--- config.mk ---
export PLATFORM = sky130hd
export DESIGN_NAME = lsu_misalign_split
export DESIGN_NICKNAME = d
export VERILOG_FILES = /design/src/rtl/lsu_pkg.sv /design/src/rtl/lsu_misalign_split_load_extend.sv /design/src/rtl/lsu_misalign_split.sv
export SDC_FILE = /design/constraint.sdc
export NUM_CORES = 1
export LEC_CHECK = 0
export BUFFER_PORTS_ARGS = -buffer_cell sky130_fd_sc_hd__buf_4
export CAP_MARGIN = 30
export CORE_MARGIN = 2
export CORE_UTILIZATION = 50
export DETAILED_ROUTE_END_ITERATION = 10
export PLACE_DENSITY = 0.71
export SETUP_SLACK_MARGIN = 0.15
export SYNTH_ARGS = -nofsm -noshare
export SYNTH_HDL_FRONTEND = slang
export SYNTH_HIERARCHICAL = 1
export SYNTH_SLANG_ARGS = --single-unit
--- constraint.sdc ---
create_clock -name clk -period 4.66 [get_ports clk]
set_input_delay 0.932 -clock clk [delete_from_list [all_inputs] [get_ports clk]]
set_output_delay 0.932 -clock clk [all_outputs]
set_load 0.03 [all_outputs]
--- src/rtl/lsu_pkg.sv ---
// Shared types and helpers for the misaligned load/store splitter.
package lsu_pkg;

   localparam int unsigned BYTES_PER_WORD = 4;
   localparam int unsigned WORD_W         = 32;

   typedef enum logic [1:0] {
      SZ_B = 2'b00,
      SZ_H = 2'b01,
      SZ_W = 2'b10
   } size_e;

   typedef enum logic [1:0] {
      IDLE  = 2'b00,
      BEAT0 = 2'b01,
      BEAT1 = 2'b10,
      DONE  = 2'b11
   } lsu_state_e;

   // Captured request payload (address is held separately, it is ADDR_W wide)
   typedef struct packed {
      logic              we;
      size_e             size;
      logic              uns;
      logic [WORD_W-1:0] wdata;
   } lsu_req_t;

   // Raw size field to size_e; the unused encoding 11 behaves as a word
   function automatic size_e decode_size(input logic [1:0] raw);
      case (raw)
         2'b00:   return SZ_B;
         2'b01:   return SZ_H;
         default: return SZ_W;
      endcase
   endfunction

   // Byte-lane mask over two consecutive words: [3:0] first word, [7:4] next word
   function automatic logic [7:0] lane_mask8(input size_e sz, input logic [1:0] off);
      logic [3:0] bm;
      case (sz)
         SZ_B:    bm = 4'b0001;
         SZ_H:    bm = 4'b0011;
         default: bm = 4'b1111;
      endcase
      return 8'({4'b0000, bm} << off);
   endfunction

endpackage

--- src/rtl/lsu_misalign_split_load_extend.sv ---
// Merges the low/high load words, shifts the addressed bytes down and extends them.
module lsu_load_extend
   import lsu_pkg::*;
(
   input  logic [63:0] pair,
   input  logic [1:0]  offset,
   input  size_e       size,
   input  logic        is_unsigned,
   output logic [31:0] result_c
);

   logic [31:0] shifted;

   // Align the first addressed byte to lane 0, then sign/zero extend by size
   always_comb begin
      shifted = 32'(pair >> {offset, 3'b000});
      case (size)
         SZ_B:    result_c = is_unsigned ? {24'h000000, shifted[7:0]}
                                         : {{24{shifted[7]}}, shifted[7:0]};
         SZ_H:    result_c = is_unsigned ? {16'h0000, shifted[15:0]}
                                         : {{16{shifted[15]}}, shifted[15:0]};
         default: result_c = shifted;
      endcase
   end

endmodule

--- src/rtl/lsu_misalign_split.sv ---
// Splits one MEM-stage access of any alignment into word-aligned bus beats.
// Optional build macro: MISALIGN_TRAP_EN (word-crossing accesses raise
// misalign_exc_o instead of being split into two beats).
module lsu_misalign_split
   import lsu_pkg::*;
#(
   parameter int unsigned ADDR_W = 32,
   parameter int unsigned DATA_W = 32
) (
   input  logic              clk,
   input  logic              reset_n,
   input  logic              req_valid_i,
   input  logic              req_we_i,
   input  logic [1:0]        req_size_i,
   input  logic              req_unsigned_i,
   input  logic [ADDR_W-1:0] req_addr_i,
   input  logic [DATA_W-1:0] req_wdata_i,
   output logic              stall_o,
   output logic              mem_valid_o,
   input  logic              mem_ready_i,
   output logic              mem_we_o,
   output logic [ADDR_W-1:0] mem_addr_o,
   output logic [3:0]        mem_wmask_o,
   output logic [DATA_W-1:0] mem_wdata_o,
   input  logic [DATA_W-1:0] mem_rdata_i,
   output logic              rsp_valid_o,
   output logic [DATA_W-1:0] rsp_rdata_o,
   output logic              misalign_exc_o
);

   lsu_state_e          state_q, state_d;
   lsu_req_t            req_q, req_d;
   logic [ADDR_W-1:0]   addr_q, addr_d;
   logic [DATA_W-1:0]   lo_q, lo_d;

   logic                mem_valid_d, mem_we_d, rsp_valid_d;
   logic [ADDR_W-1:0]   mem_addr_d;
   logic [3:0]          mem_wmask_d;
   logic [DATA_W-1:0]   mem_wdata_d, rsp_rdata_d;

   size_e               in_size;
   logic [7:0]          in_m8, q_m8;
   logic                in_cross, q_cross;
   logic [2*DATA_W-1:0] in_lanes, q_lanes;
   logic [2*DATA_W-1:0] ext_pair;
   logic [DATA_W-1:0]   ext_res;

`ifdef MISALIGN_TRAP_EN
   logic                exc_d;
`endif

   // Lane geometry of the incoming request and of the captured request
   assign in_size  = decode_size(req_size_i);
   assign in_m8    = lane_mask8(in_size, req_addr_i[1:0]);
   assign in_cross = |in_m8[7:4];
   assign in_lanes = {DATA_W'(0), req_wdata_i} << {req_addr_i[1:0], 3'b000};
   assign q_m8     = lane_mask8(req_q.size, addr_q[1:0]);
   assign q_cross  = |q_m8[7:4];
   assign q_lanes  = {DATA_W'(0), req_q.wdata} << {addr_q[1:0], 3'b000};

   // Second beat merges with the captured low word; a single beat has no high word
   assign ext_pair = (state_q == BEAT1) ? {mem_rdata_i, lo_q} : {DATA_W'(0), mem_rdata_i};

   lsu_load_extend u_load_extend (
      .pair        (ext_pair),
      .offset      (addr_q[1:0]),
      .size        (req_q.size),
      .is_unsigned (req_q.uns),
      .result_c    (ext_res)
   );

   // Next-state, next-output and pipeline stall decode
   always_comb begin
      state_d     = state_q;
      req_d       = req_q;
      addr_d      = addr_q;
      lo_d        = lo_q;
      mem_valid_d = mem_valid_o;
      mem_we_d    = mem_we_o;
      mem_addr_d  = mem_addr_o;
      mem_wmask_d = mem_wmask_o;
      mem_wdata_d = mem_wdata_o;
      rsp_valid_d = 1'b0;
      rsp_rdata_d = rsp_rdata_o;
      stall_o     = 1'b0;
`ifdef MISALIGN_TRAP_EN
      exc_d       = 1'b0;
`endif

      case (state_q)
         IDLE: begin
            stall_o = req_valid_i;
            if (req_valid_i) begin
               req_d.we    = req_we_i;
               req_d.size  = in_size;
               req_d.uns   = req_unsigned_i;
               req_d.wdata = req_wdata_i;
               addr_d      = req_addr_i;
`ifdef MISALIGN_TRAP_EN
               if (in_cross) begin
                  state_d     = DONE;
                  rsp_valid_d = 1'b1;
                  exc_d       = 1'b1;
                  rsp_rdata_d = '0;
               end else
`endif
               begin
                  state_d     = BEAT0;
                  mem_valid_d = 1'b1;
                  mem_we_d    = req_we_i;
                  mem_addr_d  = {req_addr_i[ADDR_W-1:2], 2'b00};
                  mem_wmask_d = req_we_i ? in_m8[3:0] : 4'b0000;
                  mem_wdata_d = req_we_i ? in_lanes[DATA_W-1:0] : '0;
               end
            end
         end

         BEAT0: begin
            stall_o = 1'b1;
            if (mem_ready_i) begin
               if (q_cross) begin
                  state_d     = BEAT1;
                  lo_d        = mem_rdata_i;
                  mem_addr_d  = mem_addr_o + ADDR_W'(BYTES_PER_WORD);
                  mem_wmask_d = req_q.we ? q_m8[7:4] : 4'b0000;
                  mem_wdata_d = req_q.we ? q_lanes[2*DATA_W-1:DATA_W] : '0;
               end else begin
                  state_d     = DONE;
                  mem_valid_d = 1'b0;
                  mem_we_d    = 1'b0;
                  mem_addr_d  = '0;
                  mem_wmask_d = 4'b0000;
                  mem_wdata_d = '0;
                  rsp_valid_d = 1'b1;
                  rsp_rdata_d = req_q.we ? '0 : ext_res;
               end
            end
         end

         BEAT1: begin
            stall_o = 1'b1;
            if (mem_ready_i) begin
               state_d     = DONE;
               mem_valid_d = 1'b0;
               mem_we_d    = 1'b0;
               mem_addr_d  = '0;
               mem_wmask_d = 4'b0000;
               mem_wdata_d = '0;
               rsp_valid_d = 1'b1;
               rsp_rdata_d = req_q.we ? '0 : ext_res;
            end
         end

         DONE: begin
            state_d = IDLE;
         end

         default: begin
            state_d = IDLE;
         end
      endcase
   end

   // State, captured request and registered outputs
   always_ff @(posedge clk) begin
      if (!reset_n) begin
         state_q     <= IDLE;
         req_q       <= '0;
         addr_q      <= '0;
         lo_q        <= '0;
         mem_valid_o <= 1'b0;
         mem_we_o    <= 1'b0;
         mem_addr_o  <= '0;
         mem_wmask_o <= 4'b0000;
         mem_wdata_o <= '0;
         rsp_valid_o <= 1'b0;
         rsp_rdata_o <= '0;
      end else begin
         state_q     <= state_d;
         req_q       <= req_d;
         addr_q      <= addr_d;
         lo_q        <= lo_d;
         mem_valid_o <= mem_valid_d;
         mem_we_o    <= mem_we_d;
         mem_addr_o  <= mem_addr_d;
         mem_wmask_o <= mem_wmask_d;
         mem_wdata_o <= mem_wdata_d;
         rsp_valid_o <= rsp_valid_d;
         rsp_rdata_o <= rsp_rdata_d;
      end
   end

`ifdef MISALIGN_TRAP_EN
   // Exception pulse, coincident with the trapped response
   always_ff @(posedge clk) begin
      if (!reset_n) misalign_exc_o <= 1'b0;
      else          misalign_exc_o <= exc_d;
   end
`else
   assign misalign_exc_o = 1'b0;
`endif

endmodule

Word-level counts from Yosys, hierarchy flattened

Index checks and enable logic that the tools add are counted.

Register bits: 175
Latch bits: 0
Bits in writable memories: 0
Memory bits (read-only): 0
Bits of input ports: 104
Output and inout bits: 105
Word-level logic and storage cells: 91
Memories kept: 0

Add/subtract/negate cells: 1
Multipliers: 0
Div/mod/pow operators: 0
$lt $le $gt $ge: 0
Equal/unequal tests: 10
Shift-type cells: 5
Mux-type cells: 47
Bitwise operators: 0
Reduce and logical (&&, ||, !) cells: 14

Operator list:

| operator                                                              | number |
|---|---|
| 32-bit two-way mux                                                    | 15 |
| 32-bit one-hot mux with 3 select lines                                | 2 |
| 32-bit one-hot mux with 2 select lines                                | 2 |
| 64-bit two-way mux                                                    | 1 |
| 32-bit by 5-bit << shifter with 64-bit output                         | 1 |
| 64-bit by 5-bit right shift with 32-bit output                        | 1 |
| 32-bit by 3-bit adder with 32-bit output, second input constant       | 1 |
| 32-bit by 5-bit << shifter with 32-bit output                         | 1 |
| 4-bit two-way mux                                                     | 6 |
| 4-bit one-hot mux with 2 select lines                                 | 2 |
| 4-bit one-hot mux with 3 select lines                                 | 1 |
| 1-bit two-way mux                                                     | 9 |
| 2-bit by 1-bit equality test with 1-bit output, second input constant | 4 |
| 2-bit logical NOT                                                     | 4 |
| 2-bit != test, second input constant                                  | 4 |
| 2-bit one-hot mux with 4 select lines                                 | 1 |
| 4-bit AND reduction                                                   | 2 |
| 4-bit by 2-bit << shifter with 8-bit output                           | 1 |
| 2-bit two-way mux                                                     | 3 |
| 1-bit one-hot mux with 3 select lines                                 | 2 |
| 3-bit AND reduction                                                   | 2 |
| 5-bit AND reduction                                                   | 1 |
| 2-bit equality test, second input constant                            | 2 |
| 1-bit one-hot mux with 2 select lines                                 | 2 |
| 7 further kinds                                                       | 7 |

Logic depth before layout (Yosys ltp)

Word-level depth: 9
Depth in mapped cells: 11
Gate-level depth less buffers: 8

By module

The synthesis kept the hierarchy.

By module, submodules not included:

| module             | times used | cells an instance | area an instance (µm²) | sequential area each (µm²) |
|---|---|---|---|---|
| lsu_misalign_split | 1          | 1,062             | 8,289.2                | 3,303.2 |
| lsu_load_extend    | 1          | 101               | 1,109.8                | 0.0 |

Least setup slack after synthesis

OpenSTA, ideal clock, no wires.

Path kind: reg2reg
Start point: register state_q[0]
End point: register rsp_rdata_o[21]
Library setup time: 0.132 ns
Arrival: 2.798 ns
Required time: 4.528 ns
Setup slack: 1.730 ns
Stages on the path, launching flop included: 12
Path buffers: 3
Clock period less this slack: 2.930 ns
Cells stage by stage: dfxtp_1 > inv_1 > ha_1 > buf_1 > clkbuf_1 > mux2_2 > mux4_1 > mux2i_4 > buf_6 > o21ai_1 > nand3_1 > a21oi_1

Longest elaborated chain between the ends: 9
Elaborated cells on any way between the ends: 17
Classes of those cells: eq/ne (5); shift (1); mux (9); reduce/logical (2)

RTL lines:

| what                                               | line                                                                       | source |
|---|---|---|
| from (decl)                                        | lsu_misalign_split.sv:31                                                   | `lsu_state_e state_q, state_d;` |
| from (signal assigned)                             | lsu_misalign_split.sv:179                                                  | `state_q <= state_d;` |
| 2-bit equality test (*)                            | lsu_misalign_split.sv:62                                                   | `assign ext_pair = (state_q == BEAT1) ? {mem_rdata_i, lo_q} : {DATA_W'(0), mem_rdata_i};` |
| 64-bit two-way mux (*)                             | lsu_misalign_split.sv:62                                                   |  |
| net ext_pair[23]                                   | lsu_misalign_split.sv:45                                                   | `logic [2*DATA_W-1:0] ext_pair;` |
| 64-bit by 5-bit right shift with 32-bit output (*) | lsu_misalign_split_load_extend.sv:16                                       | `shifted = 32'(pair >> {offset, 3'b000});` |
| 32-bit two-way mux, on equally long branches       | lsu_misalign_split_load_extend.sv:20, lsu_misalign_split_load_extend.sv:18 |  |
| 32-bit one-hot mux with 2 select lines (*)         | lsu_misalign_split_load_extend.sv:17                                       | `case (size)` |
| net ext_res[21]                                    | lsu_misalign_split.sv:46                                                   | `logic [DATA_W-1:0] ext_res;` |
| 32-bit two-way mux (*)                             | lsu_misalign_split.sv:135, lsu_misalign_split.sv:150                       |  |
| 32-bit two-way mux                                 | lsu_misalign_split.sv:121                                                  | `if (q_cross) begin` |
| 32-bit two-way mux                                 | lsu_misalign_split.sv:120                                                  | `if (mem_ready_i) begin` |
| 32-bit one-hot mux with 2 select lines (*)         | lsu_misalign_split.sv:90                                                   | `case (state_q)` |
| to (signal assigned)                               | lsu_misalign_split.sv:189                                                  | `rsp_rdata_o <= rsp_rdata_d;` |
| to (decl)                                          | lsu_misalign_split.sv:27                                                   | `output logic [DATA_W-1:0] rsp_rdata_o,` |

The timed path passes the listed nets; every way through them passes the cells marked *. The select of a mux whose other input is x is not followed.
A chain may end at the register's enable or synchronous reset.

Worst setup path in the final report

Start point: register state_q[1]
End point: output stall_o

Longest elaborated chain between the ends: 3
Elaborated cells on any way between the ends: 5
Classes of those cells: eq/ne (2); mux (1); reduce/logical (2)

RTL lines:

| what                                                                                  | line                     | source |
|---|---|---|
| 2-bit equality test or 2-bit by 1-bit equality test with 1-bit output (tied branches) | lsu_misalign_split.sv:90 |  |
| 2-bit OR reduction (no source line)                                                   | -                        |  |
| 1-bit one-hot mux with 2 select lines (*)                                             | lsu_misalign_split.sv:90 |  |
| to (decl)                                                                             | lsu_misalign_split.sv:18 | `output logic stall_o,` |

Mark *: on every way between the ends. The rest lies on a longest branch, timed or not.

==> results_dict.tcl <==
set metrics [dict create \
    grt.overflow.total 0 \
    start_util_pct 50.5 \
    drt_iter0_drc 997 \
    path_buf_inv 3 \
    min_path_type "reg -> reg" \
    tritoncts "built" \
    syn_inst 1155 \
    syn_area_sq_um 9350 \
    drc 0 \
    worst_pin_slew_ns 0.878 \
    cp_slowest_stage_delay_ns 0.65 \
    antenna_found_initial 0 \
    die_area_sq_um 19800 \
    rrSetupSlack_ns 1.65 \
    leakage_nw 4.56 \
    hold_viol 0 \
    track_usage_pct 28.7 \
    cts_root_buf "clkbuf_16" \
    fmax_mhz 285 \
    die_h_um 141 \
    synth_warnings 6 \
    cpMostUsedCell "inv_1" \
    finalSetupViolations 0 \
    setup_tns_ns 0 \
    crit_slowest_cell "ha_1" \
    n_fill_cell 1650 \
    postRouteAntennaNets 0 \
    htreeDepth 4 \
    grt_max_degree 77 \
    dpl.hpwl_um 19900 \
    cts_buffer_depth 2 \
    ios 209 \
    crit_type "reg -> out" \
    cp.arrival_ns 2.57 \
    rsz0062_at_grt "false" \
    end_kind "primary output" \
    vias 9308 \
    hold_ws_ns 0.455 \
    cts_resized 0 \
    drv_slew 0 \
    cts_buffers 17 \
    power.density_nw_per_um2 612 \
    cts_hold_buf 0 \
    grt_pass1_wl_um 45600 \
    crit_fanout 20 \
    n_antenna_cell 0 \
    path_cells "inv_1 > ha_1 > inv_1 > a21oi_1 > buf_4" \
    die_w_um 141 \
    wirelength_um 28900 \
    cp_data_required_time_ns 3.73 \
    post_cts_buffers 0 \
    syn_area_per_cell_sq_um 8.09 \
    nNetsFinal 1405 \
    finClkSkew_ns 0.0143 \
    vias_per_cell 6.04 \
    crit_family "buffers and inverters" \
    rows 50 \
    drive_gt1_share_pct 26.7 \
    gp_congestion 0.867 \
    core-area_sq_um 18500 \
    clkLatencyLatePin_ns 0.45 \
    clock-sinks 165 \
    vdd_drop_max_v 0.000379 \
    area_growth_pct 24.2 \
    status "finished clean" \
    fin_crit_ns 3.51 \
    routedWlPerCell_um 18.8 \
    fin_crit_sh_pct 75.2 \
    slew_headroom_pct 41.0 \
    clk_pin_slew_ns 0.07 \
    first_pass_iters 7 \
    io_buffers 205 \
    grt_pass1_vias 8445 \
    start_kind "flip-flop" \
    maxCapViolCount 0 \
]
[cell usage in the layout (no fill, tap or decap), drive strengths merged, types with 16 or more instances in the layout]
master  instances
mux2i          32
and2           27
buf           225
inv            18
nor3           17
a21oi         114
nor2           57
a32oi          16
nand3          90
mux4           34
o21ai         127
mux2           42
nand2         186
dfxtp         165
clkbuf         17
[sequential cells by signal, indices dropped and copies added, names as in the netlist]
register / count
lo_q: 32
mem_wdata_o: 32
rsp_rdata_o: 32
mem_addr_o: 30
req_q: 28
mem_wmask_o: 4
addr_q: 2
state_q: 2
mem_valid_o: 1
mem_we_o: 1
rsp_valid_o: 1
[layer usage]
metal / up-vias / routed length, um / track usage (%)
met1: 4409 / 12900 / 42.3
li1: 4463 / - / -
met2: 400 / 13200 / 44.3
met3: 36 / 2460 / 4.96
met5: - / 0 / 0
met4: 0 / 315 / 6.21
[worst min-delay path, cell delays in order, from the launching register on]
cell,delay [ns]
dfxtp_1,0.31
nand2_1,0.05
a21oi_1,0.05
[power breakdown]
part           total [mW]  switching [mW]  internal [mW]
Clock                1.46           0.685          0.772
Sequential           2.11           0.333           1.77
Combinational        3.54            2.20           1.34
Total                7.10            3.22           3.89
[layout make-up]
cell class / instances / area, sq um / share of cell area, %
multi-input combinational: 875 / 5580 / 48.1
sequential: 165 / 3310 / 28.5
tap: 234 / 293 / 2.52
clock buffer: 17 / 425 / 3.66
clock inverter: 15 / 184 / 1.58
timing repair buffer: 225 / 1770 / 15.3
inverter: 11 / 41.3 / 0.356
[final timing paths]
kind | from | end | depth (start not counted)
setup / recovery | state_q[1]$_SDFFE_PN0P_ | stall_o | 5
hold / removal | rsp_rdata_o[19]$_SDFFE_PN0P_ | rsp_rdata_o[19]$_SDFFE_PN0P_ | 2
setup reg to reg | state_q[0]$_SDFFE_PN0P_ | mem_wdata_o[0]$_SDFFE_PN0P_ | 7
hold reg to reg | rsp_rdata_o[19]$_SDFFE_PN0P_ | rsp_rdata_o[19]$_SDFFE_PN0P_ | 2
[metrics by stage]
stage          setup WS, ns  power [mW]  instances  instance area [sq um]  util (%)
3_3_place_gp           1.41        5.51       1505                  10900      58.7
5_1_grt                1.03        7.47       1542                  11600      62.7
2_1_floorplan          1.73        4.42       1157                   9360         -
6_report               1.15        7.10       1542                  11600      62.7
3_5_place_dp           1.64        5.63       1510                  11000      59.4
4_1_cts                1.15        7.09       1542                  11600      62.7
Power figures use the tool's default switching activity.
